**src/rtl/logic_unit_fifo_pkg.sv**
```systemverilog
// Shared opcode definitions for the bitwise logic unit and its result FIFO.
package logic_unit_fifo_pkg;

    localparam int LU_OP_W = 3;

    typedef logic [LU_OP_W-1:0] lu_op_t;

    localparam lu_op_t LU_AND  = 3'd0;
    localparam lu_op_t LU_OR   = 3'd1;
    localparam lu_op_t LU_NOR  = 3'd2;
    localparam lu_op_t LU_INV  = 3'd3;
    localparam lu_op_t LU_XOR  = 3'd4;
    localparam lu_op_t LU_NAND = 3'd5;
    localparam lu_op_t LU_XNOR = 3'd6;
    localparam lu_op_t LU_PASS = 3'd7;

endpackage

```
**src/rtl/logic_unit_core.sv**
```systemverilog
// Combinational WIDTH-bit bitwise operation selected by a 3-bit opcode.
module logic_unit_core
    import logic_unit_fifo_pkg::*;
#(
    parameter int WIDTH = 32
) (
    input  lu_op_t           op,
    input  logic [WIDTH-1:0] a,
    input  logic [WIDTH-1:0] b,
    output logic [WIDTH-1:0] y
);

    always_comb begin
        y = '0;
        case (op)
            LU_AND:  y = a & b;
            LU_OR:   y = a | b;
            LU_NOR:  y = ~(a | b);
            LU_INV:  y = ~a;
            LU_XOR:  y = a ^ b;
            LU_NAND: y = ~(a & b);
            LU_XNOR: y = ~(a ^ b);
            LU_PASS: y = a;
        endcase
    end

endmodule

```
**src/rtl/logic_unit_fifo.sv**
```systemverilog
// Opcode-selected bitwise logic unit feeding a DEPTH-entry result FIFO.
// Define LOGIC_UNIT_FIFO_FLAGS_EN to add per-entry OUT_ZERO / OUT_ONES flags.
module logic_unit_fifo
    import logic_unit_fifo_pkg::*;
#(
    parameter int WIDTH = 32,
    parameter int DEPTH = 4
) (
    input  logic                     CLK,
    input  logic                     RST,
    input  logic                     IN_VALID,
    output logic                     IN_READY,
    input  logic [LU_OP_W-1:0]       IN_OP,
    input  logic [WIDTH-1:0]         IN_A,
    input  logic [WIDTH-1:0]         IN_B,
    output logic                     OUT_VALID,
    input  logic                     OUT_READY,
    output logic [WIDTH-1:0]         OUT_Y,
    output logic [$clog2(DEPTH):0]   COUNT
`ifdef LOGIC_UNIT_FIFO_FLAGS_EN
    ,
    output logic                     OUT_ZERO,
    output logic                     OUT_ONES
`endif
);

    localparam int PW = $clog2(DEPTH);
    localparam int CW = PW + 1;
    localparam logic [CW-1:0] FULL_CNT = CW'(DEPTH);

    logic [WIDTH-1:0] mem [DEPTH];
    logic [PW-1:0]    wr_ptr;
    logic [PW-1:0]    rd_ptr;
    logic [CW-1:0]    count;
    logic [WIDTH-1:0] result;
    logic             push;
    logic             pop;

    logic_unit_core #(.WIDTH(WIDTH)) u_core (
        .op (IN_OP),
        .a  (IN_A),
        .b  (IN_B),
        .y  (result)
    );

    // Ready/valid come only from registered occupancy, so no IN->OUT comb path.
    assign IN_READY  = (count != FULL_CNT);
    assign OUT_VALID = (count != '0);
    assign push      = IN_VALID & IN_READY;
    assign pop       = OUT_VALID & OUT_READY;
    assign OUT_Y     = mem[rd_ptr];
    assign COUNT     = count;

    always_ff @(posedge CLK or negedge RST) begin
        if (!RST) begin
            for (int i = 0; i < DEPTH; i++) begin
                mem[i] <= '0;
            end
            wr_ptr <= '0;
            rd_ptr <= '0;
            count  <= '0;
        end else begin
            if (push) begin
                mem[wr_ptr] <= result;
                wr_ptr      <= wr_ptr + PW'(1);
            end
            if (pop) begin
                rd_ptr <= rd_ptr + PW'(1);
            end
            case ({push, pop})
                2'b10:   count <= count + CW'(1);
                2'b01:   count <= count - CW'(1);
                default: count <= count;
            endcase
        end
    end

`ifdef LOGIC_UNIT_FIFO_FLAGS_EN
    logic [DEPTH-1:0] zero_q;
    logic [DEPTH-1:0] ones_q;

    always_ff @(posedge CLK or negedge RST) begin
        if (!RST) begin
            zero_q <= '0;
            ones_q <= '0;
        end else if (push) begin
            zero_q[wr_ptr] <= (result == '0);
            ones_q[wr_ptr] <= (result == '1);
        end
    end

    assign OUT_ZERO = zero_q[rd_ptr];
    assign OUT_ONES = ones_q[rd_ptr];
`endif

endmodule

```
**config.mk**
```make
export PLATFORM = sky130hd
export DESIGN_NAME = logic_unit_fifo
export DESIGN_NICKNAME = d
export VERILOG_FILES = /design/src/rtl/logic_unit_fifo_pkg.sv /design/src/rtl/logic_unit_core.sv /design/src/rtl/logic_unit_fifo.sv
export SDC_FILE = /design/constraint.sdc
export NUM_CORES = 1
export LEC_CHECK = 0
export CORE_MARGIN = 4
export CORE_UTILIZATION = 59
export CTS_BUF_LIST = sky130_fd_sc_hd__clkbuf_4
export DETAILED_ROUTE_END_ITERATION = 10
export PLACE_DENSITY = 0.84
export RECOVER_POWER = 100
export SLEW_MARGIN = 20
export SYNTH_ARGS = -nofsm -noshare
export SYNTH_HDL_FRONTEND = slang
export SYNTH_SLANG_ARGS = --single-unit
```
**constraint.sdc**
```tcl
create_clock -name CLK -period 2.8 [get_ports CLK]
set_input_delay 0.42 -clock CLK [delete_from_list [all_inputs] [get_ports CLK]]
set_output_delay 0.42 -clock CLK [all_outputs]
set_load 0.005 [all_outputs]
```
==> impl_metrics.py <==
metrics = {
    "final_layout": {
        "mostFrequentLayoutCells": "dfrtp_1 (134), clkdlybuf4s50_1 (98), nand2_1 (81)",
        "utilization": 0.706,
        "final_common_cell": "dfrtp_1",
        "design_area_sq_um": 10800,
        "stdcell_count": 1221,
        "areaGrowthSynthToFinish_pct": 16.8,
        "drive_above_1_share": 0.196,
        "nets": 1137,
    },
    "grt": {
        "grt_pass1_wl_microns": 34100,
        "grt_max_degree": 93,
        "antenna_found_initial": 1,
        "overflow": 0,
        "grt.total_usage": 0.236,
        "grt_pass1_vias": 6846,
    },
    "routing": {
        "ant_nets": 0,
        "wl_microns": 21000,
        "vias": 7213,
        "via_per_inst": 5.91,
        "drtIter0Drc": 539,
        "drc_errors": 0,
        "drt-wirelength-per-cell_microns": 17.2,
        "drt_pass1_iterations": 5,
    },
    "floorplan": {
        "boundaryPins": 108,
        "dieArea_sq_um": 17800,
        "rows": 45,
        "core-area_sq_um": 15300,
        "start_util": 0.605,
        "die_h_microns": 133,
        "die-width_microns": 133,
    },
    "timing": {
        "fin_tns_setup_ns": 0,
        "maxSlewHeadroom": 0.202,
        "max_freq_mhz": 374,
        "setup_viol_count_final": 0,
        "rsz0062_at_grt": "false",
        "min_period_over_period": 0.956,
        "min_period_ns": 2.68,
        "fin_skew_ns": 0.0129,
        "setup_slack_ns": 0.124,
        "maxSlewViolCount": 0,
        "worst_pin_slew_ns": 1.20,
        "hold_viol_final": 0,
    },
    "placed_design": {
        "dp_slack_ns": 0.305,
        "placed_cell_area_sq_um": 10500,
        "dpl.hpwl_microns": 14500,
        "port_buffers": 107,
        "place.gp.congestion": 0.788,
        "dp.cells": 1187,
    },
    "run": {
        "maxCapViolCount": 0,
    },
    "synthesis": {
        "netlist_area_sq_um": 9260,
        "synthXorXnorAreaFrac": 0.0199,
        "synth-simple-area-share": 0.123,
        "synthFlopType": "dfrtp_1",
        "yosys_register_bits": 135,
        "synth_cell_type_count": 39,
        "synth_top_family_by_area": "multiplexers",
        "synthAdderAreaFrac": 0.0954,
        "yosys.area.top_type": "dfrtp_1",
        "synth_seq_area_share": 0.365,
        "syn-num-nets": 1056,
        "yosysTopAreaCellShare": 0.365,
        "synth_cells": 915,
        "synth.avg_cell_area_sq_um": 10.1,
        "synth_mux_area_frac": 0.170,
        "synth-edff-count": 0,
        "synth-async-reset-ratio": 1.00,
        "synth_area_leaders": "dfrtp_1 (36%), ha_1 (9.3%), mux2_2 (9.2%), mux4_2 (7.8%), o21ai_0 (3.7%)",
        "synth_compound_area_frac": 0.155,
        "yosysWarnings": 0,
    },
    "setup_path": {
        "rrSetupSlack_ns": 0.21,
        "reg2reg_from": "COUNT[1]$_DFFE_PN0P_",
        "endpoint": "OUT_Y[4]",
        "crit_type": "flop to output port",
        "worst-path-max-fanout": 25,
        "rr_endpoint": "mem[72]$_DFFE_PN0P_",
        "cp.arrival_ns": 2.26,
        "critPathLaunchType": "flop",
        "startpoint": "rd_ptr[0]$_DFFE_PN0P_",
        "rr_worst_depth": 5,
        "required_ns": 2.38,
        "setup.worst_path.end_class": "output port",
    },
    "clocking": {
        "cts_root_buf": "clkbuf_4",
        "clock_sinks": 135,
        "cts_tree": "done",
        "cts_max_path_buffers": 2,
        "clkLatencyLatePin_ns": 0.55,
        "htree_levels": 4,
        "numCtsBuffers": 17,
        "clk_pin_slew_ns": 0.12,
    },
    "power_and_ir_drop": {
        "leakagePower_nw": 4.75,
        "ir_drop_mv": 0.443,
        "power_density_nw_per_um2": 862,
    },
    "hold_path": {
        "holdCritPathClass": "flop to flop",
    },
    "status": {
        "outcome": "finished, final reports clean",
    },
}
-- synthesized netlist by cell type (10+ instances only) --
library cell / number
dfrtp_1: 135
nand2_1: 81
mux2_2: 76
inv_1: 70
ha_1: 69
o21ai_0: 69
buf_2: 41
a21oi_1: 40
nand2b_1: 34
mux4_2: 32
nor2b_1: 25
a211oi_1: 23
clkbuf_1: 22
nand3_1: 19
nor2_1: 18
xnor2_1: 18
nand3b_1: 17
a31oi_1: 16
a211o_1: 15
a22o_1: 15
a31oi_2: 15
or3_1: 10
-- report_power, final --
group / internal [mW] / leakage [nW] / switching, mW
registers: 2.88 / 1.66 / 0.532
clock network: 0.801 / 0.177 / 0.702
logic: 2.55 / 2.91 / 1.86
total: 6.23 / 4.75 / 3.10
-- final cells by class --
class / instances / area (sq um)
flip-flops and latches: 135 / 3380
repair buffers: 138 / 1330
multi-input cells: 634 / 5240
clock buffers: 18 / 135
well taps: 211 / 264
clock inverters: 14 / 205
fillers: 1140 / 4500
inverters: 70 / 263
diodes: 1 / 2.50
-- cells by family (layout without fill, tap and decap cells) --
group	count (synthesis)	count (layout)
adder cells (fa/ha/maj)	70	70
AO/OA/AOI/OAI	213	213
AND/OR/NAND/NOR	222	222
buffers and inverters	146	240
flip-flops	135	135
multiplexers	108	108
other	0	1
XOR/XNOR	21	21
-- per-stage QoR --
stage	total power [mW]	hold slack, ns
after detailed placement	7.87	0.465
final	9.32	0.489
after CTS	9.40	0.423
after global routing	9.88	0.508
after floorplan	5.96	0.124
after global placement	7.66	0.457
-- what timing repair did --
action	in CTS	in global routing
buffers inserted	0	0
endpoints found under the hold margin	46	0
gates resized for setup	0	0
hold buffers	1	0
-- registers in the layout (all words and copies together) (netlist names) --
register	cells
wr_ptr	2
COUNT	3
mem	128
rd_ptr	2
-- critical path, cell delays in order (launching register included) --
cell	delay (ns)
dfrtp_2	0.41
buf_12	0.23
mux4_2	0.58
clkdlybuf4s50_1	0.47
-- layer usage --
layer / vias up / share of wire / track usage / routed length [microns]
met5: - / 0 / 0 / 0
met4: 0 / 0.013 / 0.0566 / 272
met3: 23 / 0.052 / 0.0381 / 1080
met1: 3550 / 0.46 / 0.338 / 9680
met2: 234 / 0.47 / 0.380 / 9970
li1: 3406 / - / - / -
-- worst min-delay path by stage --
stage / startpoint / endpoint / slack, ns / depth (start not counted)
after global routing: mem[116]$_DFFE_PN0P_ / mem[116]$_DFFE_PN0P_ / 0.51 / 2
after CTS: RST / mem[111]$_DFFE_PN0P_ / 0.42 / 2
after detailed placement: RST / mem[49]$_DFFE_PN0P_ / 0.47 / 1
after global placement: mem[20]$_DFFE_PN0P_ / mem[20]$_DFFE_PN0P_ / 0.46 / 2
final: mem[30]$_DFFE_PN0P_ / mem[30]$_DFFE_PN0P_ / 0.49 / 2
after floorplan: RST / COUNT[0]$_DFFE_PN0P_ / 0.12 / 0
No activity file was read; power rests on OpenSTA's default activity.
